File: src/rtl/grad_div_feeder.sv
// grad_div_feeder: buffers signed gradient pairs (gx, gy) in a 2-entry FIFO,
// orders their magnitudes into min/max operands for an external divider, and
// returns the divider quotient together with the octant bits.
// Ports:
//   clk, reset (async, active-low)
//   in_valid/in_ready, in_gx, in_gy      : gradient sample input handshake
//   div_enable, g_dividend_Q, g_divider_Q: divider request (level-held enable)
//   div_quotient, div_ready              : divider response
//   out_valid/out_ready, out_quotient,
//   out_octant {gx_neg, gy_neg, swap}, out_err (divider timeout)
module grad_div_feeder #(
  parameter int unsigned TIMEOUT = 64
) (
  input  logic        clk,
  input  logic        reset,
  input  logic        in_valid,
  input  logic [15:0] in_gx,
  input  logic [15:0] in_gy,
  output logic        in_ready,
  output logic        div_enable,
  output logic [15:0] g_dividend_Q,
  output logic [15:0] g_divider_Q,
  input  logic [7:0]  div_quotient,
  input  logic        div_ready,
  output logic        out_valid,
  input  logic        out_ready,
  output logic [7:0]  out_quotient,
  output logic [2:0]  out_octant,
  output logic        out_err
);

  localparam int unsigned CW = $clog2(TIMEOUT + 1);

  typedef enum logic [1:0] {IDLE, WAIT, DONE} state_t;

  state_t         state_q, state_d;
  logic [31:0]    mem_q [2];
  logic           wr_ptr_q, wr_ptr_d, rd_ptr_q, rd_ptr_d;
  logic [1:0]     count_q, count_d;
  logic           in_ready_q, in_ready_d;
  logic           div_en_q, div_en_d;
  logic [15:0]    dividend_q, dividend_d, divider_q, divider_d;
  logic           valid_q, valid_d;
  logic [7:0]     quot_q, quot_d;
  logic [2:0]     oct_q, oct_d;
  logic           err_q, err_d;
  logic [CW-1:0]  wait_q, wait_d;

  logic           push, pop;
  logic [15:0]    head_gx, head_gy, mag_gx, mag_gy, mag_min, mag_max;
  logic           swap;

  function automatic logic [15:0] mag(input logic [15:0] v);
    if (!v[15])              return v;
    else if (v == 16'h8000)  return 16'h7FFF;
    else                     return 16'h0000 - v;
  endfunction

  assign head_gx = mem_q[rd_ptr_q][31:16];
  assign head_gy = mem_q[rd_ptr_q][15:0];
  assign mag_gx  = mag(head_gx);
  assign mag_gy  = mag(head_gy);
  assign swap    = (mag_gy > mag_gx);
  assign mag_min = swap ? mag_gx : mag_gy;
  assign mag_max = swap ? mag_gy : mag_gx;

  // in_ready is registered so it reads 0 throughout reset and rises at the
  // first edge after release.
  assign push = in_valid && in_ready_q;

  always_comb begin
    state_d    = state_q;
    div_en_d   = div_en_q;
    dividend_d = dividend_q;
    divider_d  = divider_q;
    valid_d    = valid_q;
    quot_d     = quot_q;
    oct_d      = oct_q;
    err_d      = err_q;
    wait_d     = wait_q;
    pop        = 1'b0;

    unique case (state_q)
      IDLE: begin
        if (count_q != 2'd0) begin
          pop   = 1'b1;
          oct_d = {head_gx[15], head_gy[15], swap};
          if (mag_max != 16'd0) begin
            dividend_d = mag_min;
            divider_d  = mag_max;
            div_en_d   = 1'b1;
            wait_d     = '0;
            state_d    = WAIT;
          end else begin
            quot_d  = '0;
            err_d   = 1'b0;
            valid_d = 1'b1;
            state_d = DONE;
          end
        end
      end
      WAIT: begin
        // wait_q == 0 marks the first WAIT cycle, where div_ready may be stale.
        if (wait_q != '0 && div_ready) begin
          quot_d   = div_quotient;
          err_d    = 1'b0;
          div_en_d = 1'b0;
          valid_d  = 1'b1;
          state_d  = DONE;
        end else if (wait_q == CW'(TIMEOUT - 1)) begin
          quot_d   = '1;
          err_d    = 1'b1;
          div_en_d = 1'b0;
          valid_d  = 1'b1;
          state_d  = DONE;
        end else begin
          wait_d = wait_q + 1'b1;
        end
      end
      DONE: begin
        div_en_d = 1'b0;
        if (out_ready) begin
          valid_d = 1'b0;
          state_d = IDLE;
        end
      end
      default: state_d = IDLE;
    endcase

    wr_ptr_d   = push ? ~wr_ptr_q : wr_ptr_q;
    rd_ptr_d   = pop  ? ~rd_ptr_q : rd_ptr_q;
    count_d    = count_q + {1'b0, push} - {1'b0, pop};
    in_ready_d = (count_d < 2'd2);
  end

  always_ff @(posedge clk or negedge reset) begin
    if (!reset) begin
      state_q    <= IDLE;
      mem_q[0]   <= '0;
      mem_q[1]   <= '0;
      wr_ptr_q   <= 1'b0;
      rd_ptr_q   <= 1'b0;
      count_q    <= '0;
      in_ready_q <= 1'b0;
      div_en_q   <= 1'b0;
      dividend_q <= '0;
      divider_q  <= '0;
      valid_q    <= 1'b0;
      quot_q     <= '0;
      oct_q      <= '0;
      err_q      <= 1'b0;
      wait_q     <= '0;
    end else begin
      state_q    <= state_d;
      if (push) mem_q[wr_ptr_q] <= {in_gx, in_gy};
      wr_ptr_q   <= wr_ptr_d;
      rd_ptr_q   <= rd_ptr_d;
      count_q    <= count_d;
      in_ready_q <= in_ready_d;
      div_en_q   <= div_en_d;
      dividend_q <= dividend_d;
      divider_q  <= divider_d;
      valid_q    <= valid_d;
      quot_q     <= quot_d;
      oct_q      <= oct_d;
      err_q      <= err_d;
      wait_q     <= wait_d;
    end
  end

  assign in_ready     = in_ready_q;
  assign div_enable   = div_en_q;
  assign g_dividend_Q = dividend_q;
  assign g_divider_Q  = divider_q;
  assign out_valid    = valid_q;
  assign out_quotient = quot_q;
  assign out_octant   = oct_q;
  assign out_err      = err_q;

endmodule
File: config.mk
export PLATFORM = sky130hd
export DESIGN_NAME = grad_div_feeder
export DESIGN_NICKNAME = d
export VERILOG_FILES = /design/src/rtl/grad_div_feeder.sv
export SDC_FILE = /design/constraint.sdc
export NUM_CORES = 1
export LEC_CHECK = 0
export CAP_MARGIN = 20
export CORE_MARGIN = 10
export CORE_UTILIZATION = 65
export DETAILED_ROUTE_END_ITERATION = 7
export DONT_BUFFER_PORTS = 1
export HOLD_SLACK_MARGIN = 0.03
export PLACE_DENSITY = 0.83
export REMOVE_ABC_BUFFERS = 1
export SETUP_SLACK_MARGIN = 0.15
export SLEW_MARGIN = 20
export SYNTH_ARGS = -nofsm -noshare
export SYNTH_HDL_FRONTEND = slang
export SYNTH_SLANG_ARGS = --single-unit
File: constraint.sdc
create_clock -name clk -period 6.5 [get_ports clk]
set_input_delay 0.65 -clock clk [delete_from_list [all_inputs] [get_ports clk]]
set_output_delay 0.65 -clock clk [all_outputs]
set_load 0.05 [all_outputs]
* Word-level counts from Yosys, hierarchy flattened
Index checks and enable logic that the tools add are counted.
Cells by class: bitwise gates (word level) 4, multiplexer cells 45, $add $sub $neg 5, order comparisons 5, reductions and logical operators 16, equal/unequal tests 12
Operators by type and width (number):
- 32-bit 2-to-1 mux | 4
- 16-bit 2-to-1 mux | 6
- 64-bit bitwise mux | 1
- 32-bit demux with 1-bit select | 1
- 16-bit == test (second input constant) | 2
- 8-bit 2-to-1 mux | 4
- 1-bit by 16-bit subtractor with 16-bit output (first input constant) | 2
- 7-bit 2-to-1 mux | 4
- 16-bit > comparator | 1
- 8-bit case mux with 2 select lines | 1
- 16-bit nonzero test | 1
- 1-bit 2-to-1 mux | 14
- 7-bit case mux with 2 select lines | 1
- 2-bit != test (second input constant) | 6
- 2-bit 2-to-1 mux | 5
- 5-bit AND reduction | 2
- 4-bit AND reduction | 2
- 7-bit by 1-bit adder with 7-bit output (second input constant) | 1
- 7-bit by 6-bit == test with 1-bit output (second input constant) | 1
- 7-bit nonzero test | 1
- 1-bit case mux with 3 select lines | 2
- 2-bit case mux with 3 select lines | 1
- 3-bit AND reduction | 2
- 2-bit >= comparator (second input constant) | 2
- other kinds (15) | 20
Word-level totals: flip-flop bits (word level) 124, input bits 45, output and inout bits 47

* Depth between registers and ports, before layout
Gate-level depths: netlist of run 1.
depth in word-level cells 13, mapped depth 26, depth with buffers taken out 18

* Worst setup path before layout of run 1
No wires, ideal clock.
path type flip-flop to flip-flop, start reg rd_ptr_q, end reg dividend_q[0], in the netlist g_dividend_Q[0], period minus slack after synthesis 5.792 ns, setup time 0.125 ns, arrival 5.667 ns, cell stages (with the launch flop) 26, path buffers 7, path slack 0.708 ns, cells stage by stage dfrtp_1 -> buf_4 -> buf_6 -> buf_4 -> buf_2 -> buf_2 -> mux2i_1 -> ha_1 -> nor4bb_1 -> nor2_1 -> nor3_1 -> mux2_2 -> o21ai_0 -> inv_1 -> ha_1 -> nand4_1 -> nor4_1 -> a21boi_0 -> o31a_1 -> clkbuf_1 -> nand4b_1 -> o22a_1 -> nor3_4 -> nor2_4 -> buf_6 -> mux2_4
Between the ends: word-level cells in the longest chain between the ends 11, elaborated cells between the ends (all ways) 17, classes of those cells add/sub: 2; order compare: 1; eq/ne: 2; mux: 9; bitwise: 1; reduce/logical: 2
RTL lines:
- start: declaration | RTL line 38 | logic wr_ptr_q, wr_ptr_d, rd_ptr_q, rd_ptr_d;
- start signal: assignment | RTL line 157 | rd_ptr_q <= rd_ptr_d;
- 1-bit inverter with 2-bit output (not written as such) (*) | RTL line 59, 60
- 32-bit 2-to-1 mux (not written as such) (*) (3 in series) | RTL line 60 | assign head_gy = mem_q[rd_ptr_q][15:0];
- 1-bit by 16-bit subtractor with 16-bit output / 16-bit == test (equally long branches) | RTL line 56, 55
- 16-bit 2-to-1 mux | RTL line 55 | else if (v == 16'h8000) return 16'h7FFF;
- 16-bit 2-to-1 mux | RTL line 54 | if (!v[15]) return v;
- 16-bit > comparator | RTL line 63 | assign swap = (mag_gy > mag_gx);
- 16-bit 2-to-1 mux | RTL line 65 | assign mag_max = swap ? mag_gy : mag_gx;
- 16-bit nonzero test | RTL line 88 | if (mag_max != 16'd0) begin
- 3-bit AND reduction (no line)
- end signal: assignment | RTL line 161 | dividend_q <= dividend_d;
- end: declaration | RTL line 42 | logic [15:0] dividend_q, dividend_d, divider_q, divider_d;
Every way passes the cells marked *; elsewhere a longest branch is shown, timed or not. The select of a mux whose other input is x is not followed. A chain may end at the register's enable or synchronous reset.

* Worst setup path after layout of run 1
start reg rd_ptr_q, end reg divider_q[0], in the netlist g_divider_Q[0]
Between the ends: word-level cells in the longest chain between the ends 11, elaborated cells between the ends (all ways) 16, classes of those cells add/sub: 2; order compare: 1; eq/ne: 2; mux: 8; bitwise: 1; reduce/logical: 2
RTL lines:
- 1-bit inverter with 2-bit output (not written as such) (*) | RTL line 59, 60
- 32-bit 2-to-1 mux (not written as such) (*) (3 in series) | RTL line 60
- 1-bit by 16-bit subtractor with 16-bit output / 16-bit == test (equally long branches) | RTL line 56, 55
- 16-bit 2-to-1 mux | RTL line 55
- 16-bit 2-to-1 mux | RTL line 54
- 16-bit > comparator | RTL line 63
- 16-bit 2-to-1 mux (*) | RTL line 65
- 16-bit nonzero test | RTL line 88
- 3-bit AND reduction (no line)
- end signal: assignment | RTL line 162 | divider_q <= divider_d;
- end: declaration | RTL line 42
Marks and branches as above.

==> flow_metrics.py, run 1 <==
metrics = {
    "run_status": {
        "status": "completed",
    },
    "layout": {
        "area_delta_synth_final_pct": 10.6,
        "diodes": 0,
        "final_common_cell": "dfrtp_1",
        "num-nets-final": 800,
        "utilization_pct": 73.6,
        "layout_common_cells": "123 x dfrtp_1, 80 x mux2_2, 47 x nor2_1",
        "drive_above_1_share_pct": 23.9,
    },
    "critical_path": {
        "cp-start-kind": "flip-flop",
        "worst_ep_arrival_time_ns": 6.32,
        "path_cells": "mux2i_1 -> ha_1 -> nor4bb_2 -> nor2_1 -> nor3_1 -> mux2_2 -> o21ai_0 -> inv_1 -> ha_1 -> nand4_1 -> nor4_1 -> a21boi_0 -> o31a_2 -> nand4bb_1 -> o22a_1 -> nor3_4 -> nor2_4 -> buf_16 -> mux2_2",
        "worstSetupPathType": "flip-flop to flip-flop",
        "worstPathRequired_ns": 6.81,
        "cp_max_fo": 24,
        "path_buf_inv": 2,
        "cp_top_family": "simple AND/OR/NAND/NOR gates",
        "cp-end-kind": "flip-flop",
        "cpMaxStageDelayCell": "dfrtp_4",
        "slowest_delay_ns": 0.61,
    },
    "die": {
        "initial_core_util_pct": 66.5,
        "die_w_um": 128,
        "coreArea_um2": 11500,
        "rows": 39,
        "ioPinCount": 92,
        "die_area_um2": 16500,
        "die_h_um": 128,
    },
    "logic_synthesis": {
        "synth-simple-area-share_pct": 13.6,
        "synth_top_family_by_area": "multiplexers",
        "synth_area_per_cell_um2": 10.5,
        "ys_seq_elements": 124,
        "yosysUniqueCellTypes": 72,
        "yosys_warnings": 0,
        "synth_fa_ha_area_share_pct": 4.26,
        "synth-main-ff-cell": "dfrtp_1",
        "syn-cell-area_um2": 7630,
        "async_flop_share_pct": 100,
        "ys_seq_area_share_pct": 40.7,
        "syn_inst": 729,
        "synth-xor-area-share_pct": 1.84,
        "synth_compound_area_share_pct": 15.2,
        "synth_edf_count": 0,
        "synthMuxAreaShare_pct": 20.4,
    },
    "placement": {
        "gp_congestion": 0.934,
        "dpl.hpwl_mm": 13.7,
        "portBuffers": 0,
    },
    "timing": {
        "rsz0062_at_grt": "no",
        "slew_violations": 0,
        "hold_viol": 0,
        "slew-limit-headroom_pct": 39.4,
        "setup_violations": 0,
        "fin_worst_skew_ns": 0.00746,
        "fmaxAchievable_mhz": 166,
        "post-route-period-util_pct": 92.5,
        "worst_slew_pin_slew_ns": 0.903,
        "period_needed_ns": 6.01,
    },
    "drt": {
        "dr.pass1.iters": 5,
        "viasPerCell": 6.65,
        "wl_met3_mm": 1.73,
        "drc": 0,
        "routed.top_layer": "met4",
        "wire_per_inst_um": 21.1,
        "ant_nets": 0,
        "via_count": 5875,
        "wl_met1_mm": 7.78,
        "wl_met2_mm": 8.96,
        "drt_wl_total_mm": 18.7,
        "drt_iter0_drc": 642,
    },
    "global_route": {
        "grt_pass1_vias": 5830,
        "grt_pass1_wl_mm": 30.6,
        "antenna_found_initial": 0,
        "grt_usage_pct": 22.9,
        "gr-total-overflow": 0,
        "grt_max_degree": 125,
    },
    "clock_tree": {
        "cts-buffers-inserted": 17,
        "path_clk_slew_ns": 0.05,
        "h-tree-depth": 4,
        "post-cts-setup-buffers": 0,
        "insertion_delay_ns": 0.43,
        "cts_tree": "built",
        "clock_path_buffers": 2,
        "cts_root_buf": "clkbuf_16",
        "clock_sinks": 124,
    },
    "hold_path": {
        "hold_class": "primary input to async pin",
    },
    "flow_run": {
        "drv_cap": 0,
    },
}
-- state kept, by name (all words and copies together), names as in the netlist, 2 cells and up --
signal / count
out_octant: 3
count_q: 2
state_q: 2
out_quotient: 8
mem_q: 64
wait_q: 7
g_dividend_Q: 16
g_divider_Q: 16
-- worst reg2reg max path, cell delays in order, from the launching register on --
cell,delay [ns]
dfrtp_4,0.61
mux2i_1,0.33
ha_1,0.24
nor4bb_2,0.38
nor2_1,0.19
nor3_1,0.24
mux2_2,0.36
o21ai_0,0.46
inv_1,0.13
ha_1,0.30
nand4_1,0.15
nor4_1,0.38
a21boi_0,0.22
o31a_2,0.36
nand4bb_1,0.23
o22a_1,0.24
nor3_4,0.07
nor2_4,0.40
buf_16,0.25
mux2_2,0.36
-- layout make-up --
type / count / area [µm²]
Fill cell: 744 / 3020
Multi-Input combinational cell: 536 / 4230
Clock inverter: 12 / 196
Timing Repair Buffer: 15 / 165
Inverter: 35 / 131
Sequential cell: 124 / 3110
Tap cell: 143 / 179
Clock buffer: 19 / 433
-- timing repair --
item / 4_1_cts / 5_1_grt
setup endpoints to repair: 0 / 29
resized for setup: 0 / 3
hold buffers: 1 / 0
hold endpoints to repair: 124 / 0
-- cell usage after synthesis (all sizes together) (6+ instances only) --
master | n | area [µm²]
dfrtp | 124 | 3100
mux2 | 105 | 1280
nor2 | 48 | 188
o21ai | 44 | 220
a21oi | 43 | 215
nand2 | 38 | 143
inv | 35 | 131
mux2i | 28 | 280
ha | 26 | 325
clkbuf | 19 | 71.3
nor3 | 18 | 101
buf | 15 | 108
nand3 | 15 | 75.1
xnor2 | 12 | 105
nor4 | 11 | 81.3
o2bb2ai | 10 | 87.6
nor4b | 8 | 85.1
o21a | 7 | 52.6
o31ai | 7 | 52.6
or3 | 7 | 48.8
nor3b | 6 | 45.0
o211ai | 6 | 45.0
o22ai | 6 | 37.5
-- stage by stage --
step                cells  instance area (µm²)  setup slack (ns)  setup TNS (ns)  hold slack [ns]
global placement      851                 7740             0.537               0            0.359
CTS                   883                 8400             0.177               0            0.216
floorplan             695                 7450             -1.45          -58.61            0.354
global route          884                 8440             0.241               0            0.226
detailed placement    851                 7740             0.217               0            0.360
finish                884                 8440             0.487               0            0.147
-- layer usage --
layer / GRT usage, % / up-vias
met1: 28.5 / 2933
li1: - / 2717
met2: 36.3 / 201
met3: 8.58 / 24
met5: 0 / -
met4: 6.75 / 0
-- cell families after synthesis --
kind of cell	after synthesis
compound gates	174
fa+ha+maj	26
xor+xnor	16
mux	133
simple gates	187
flops	124
buf+inv	69
-- path summary, 6_finish.rpt --
path,from,endpoint,slack (ns),cells after the start
min in group clk,in_gy[8],mem_q[40]$_DFFE_PN0P_,0.37,1
worst max register to register,rd_ptr_q$_DFFE_PN0P_,g_divider_Q[0]$_DFFE_PN0P_,0.49,19
max in group asynchronous,reset,rd_ptr_q$_DFFE_PN0P_,5.76,1
worst min-delay path,reset,wait_q[4]$_DFFE_PN0P_,0.15,1
worst min register to register,mem_q[14]$_DFFE_PN0P_,mem_q[14]$_DFFE_PN0P_,0.50,1
worst max-delay path,rd_ptr_q$_DFFE_PN0P_,g_divider_Q[0]$_DFFE_PN0P_,0.49,19
Power of run 1 is not shown: default switching activity piles up to over one toggle a cycle in this logic, so the estimate is an artifact.
==> run 2: changes to the inputs <==
--- a/config.mk
+++ b/config.mk
@@ -8,6 +8,7 @@
 export CAP_MARGIN = 20
 export CORE_MARGIN = 10
 export CORE_UTILIZATION = 65
+export CTS_BUF_LIST = sky130_fd_sc_hd__clkbuf_4
 export DETAILED_ROUTE_END_ITERATION = 7
 export DONT_BUFFER_PORTS = 1
 export HOLD_SLACK_MARGIN = 0.03
==> flow_metrics.py, run 2 (synthesis results as in run 1) <==
metrics = {
    "placement": {
        "place_ws_ns": 0.217,
        "gp_congestion": 0.934,
        "portBuffers": 0,
        "dp.cells": 851,
        "dpl.hpwl_mm": 13.7,
    },
    "clock_tree": {
        "insertion_delay_ns": 0.56,
        "cts_tree": "built",
        "clock_sinks": 124,
        "h-tree-depth": 4,
        "cts_root_buf": "clkbuf_4",
        "clock_path_buffers": 2,
        "cts-buffers-inserted": 17,
        "path_clk_slew_ns": 0.11,
    },
    "timing": {
        "fin_worst_skew_ns": 0.0125,
        "fmaxAchievable_mhz": 167,
        "slew-limit-headroom_pct": 39.7,
        "setup_slack_ns": 0.498,
        "post-route-period-util_pct": 92.3,
        "worst_slew_pin_slew_ns": 0.898,
        "hold_viol": 0,
        "slew_violations": 0,
        "period_needed_ns": 6.00,
        "rsz0062_at_grt": "no",
        "setup_violations": 0,
    },
    "critical_path": {
        "r2r-end": "g_divider_Q[0]$_DFFE_PN0P_",
        "reg2reg_from": "rd_ptr_q$_DFFE_PN0P_",
        "cp-start-kind": "flip-flop",
        "cp_max_fo": 24,
        "worstSetupPathType": "flip-flop to flip-flop",
        "worst_ep_arrival_time_ns": 6.45,
        "cp-end-kind": "flip-flop",
        "reg2reg_setup_slack_ns": 0.50,
        "r2r_cells": 19,
        "worstPathRequired_ns": 6.95,
    },
    "die": {
        "die_area_um2": 16500,
        "ioPinCount": 92,
        "die_h_um": 128,
        "die_w_um": 128,
        "rows": 39,
        "coreArea_um2": 11500,
        "initial_core_util_pct": 66.5,
    },
    "hold_path": {
        "hold_class": "primary input to async pin",
    },
    "layout": {
        "drive_above_1_share_pct": 24.0,
        "instances_no_fill": 884,
        "n_fill_cell": 785,
        "area_delta_synth_final_pct": 6.66,
        "multiInputGateArea_um2": 4230,
        "regMostFlops": "mem_q",
        "layout_common_cells": "123 x dfrtp_1, 80 x mux2_2, 47 x nor2_1",
        "num-nets-final": 800,
        "diodes": 0,
        "seqCellArea_um2": 3110,
        "final_common_cell": "dfrtp_1",
        "largest_register_ffs": 64,
    },
    "drt": {
        "via_count": 5799,
        "drt_iter0_drc": 622,
        "drt_wl_total_mm": 18.3,
        "viasPerCell": 6.56,
        "dr.pass1.iters": 6,
        "wire_per_inst_um": 20.7,
        "ant_nets": 0,
        "drc": 0,
    },
    "global_route": {
        "grt_max_degree": 125,
        "gr-total-overflow": 0,
        "grt_pass1_wl_mm": 29.7,
        "gr-usage-met3_pct": 7.64,
        "top_usage_layer": "met2",
        "grt_use_met1_pct": 28.5,
        "grt_pass1_vias": 5725,
        "use_met2_pct": 34.0,
        "grt_usage_pct": 22.2,
        "antenna_found_initial": 0,
    },
    "run_status": {
        "status": "completed",
    },
    "flow_run": {
        "drv_cap": 0,
    },
}
==> run 2: layer usage <==
layer / up-vias / part of all wire (%)
met2: 220 / 46
met1: 2829 / 43
met5: - / 0
li1: 2716 / -
met3: 34 / 9.4
met4: 0 / 2.1
==> run 2: how the worst max path moves through the flow <==
stage / from / end / slack [ns] / cells past startpoint
floorplan: rd_ptr_q$_DFFE_PN0P_ / g_divider_Q[0]$_DFFE_PN0P_ / -1.45 / 18
global placement: rd_ptr_q$_DFFE_PN0P_ / g_divider_Q[0]$_DFFE_PN0P_ / 0.54 / 18
detailed placement: rd_ptr_q$_DFFE_PN0P_ / g_divider_Q[0]$_DFFE_PN0P_ / 0.22 / 18
CTS: rd_ptr_q$_DFFE_PN0P_ / g_divider_Q[0]$_DFFE_PN0P_ / 0.17 / 18
global route: rd_ptr_q$_DFFE_PN0P_ / out_quotient[5]$_DFFE_PN0P_ / 0.16 / 18
finish: rd_ptr_q$_DFFE_PN0P_ / g_divider_Q[0]$_DFFE_PN0P_ / 0.50 / 19
==> run 2: area by class of cell <==
cell class,count,area share (%)
repair buffers,15,1.94
clock inverters,12,2.41
multi-input cells,536,51.9
well taps,143,2.20
clock buffers,19,1.75
flip-flops and latches,124,38.2
inverters,35,1.61
==> run 2: metrics by stage <==
step | hold WS (ns) | area (µm²) | TNS, ns | utilization, %
global placement | 0.359 | 7740 | 0 | 67.5
detailed placement | 0.360 | 7740 | 0 | 67.5
global route | 0.0544 | 8140 | 0 | 71.0
finish | 0.0403 | 8140 | 0 | 71.0
floorplan | 0.354 | 7450 | -58.61 | -
CTS | 0.0574 | 8110 | 0 | 70.7
==> run 2: worst max-delay path, cell delays in order, from the launching register on <==
cell,delay [ns]
dfrtp_4,0.62
mux2i_1,0.32
ha_1,0.23
nor4b_1,0.41
nor2_1,0.22
nor3_1,0.26
mux2_2,0.36
o21ai_0,0.40
inv_1,0.12
ha_1,0.29
nand4_1,0.15
nor4_1,0.40
a21boi_0,0.22
o31a_2,0.36
nand4bb_1,0.22
o22a_1,0.24
nor3_4,0.07
nor2_4,0.36
buf_12,0.26
mux2_2,0.35
==> run 2: repair_timing <==
action,CTS,global route
hold endpoints to repair,124,0
gates resized for setup,0,2
hold buffers,1,0
buffers inserted,0,0
endpoints found under the setup margin,0,29
Power of run 2 is left out for the same reason.
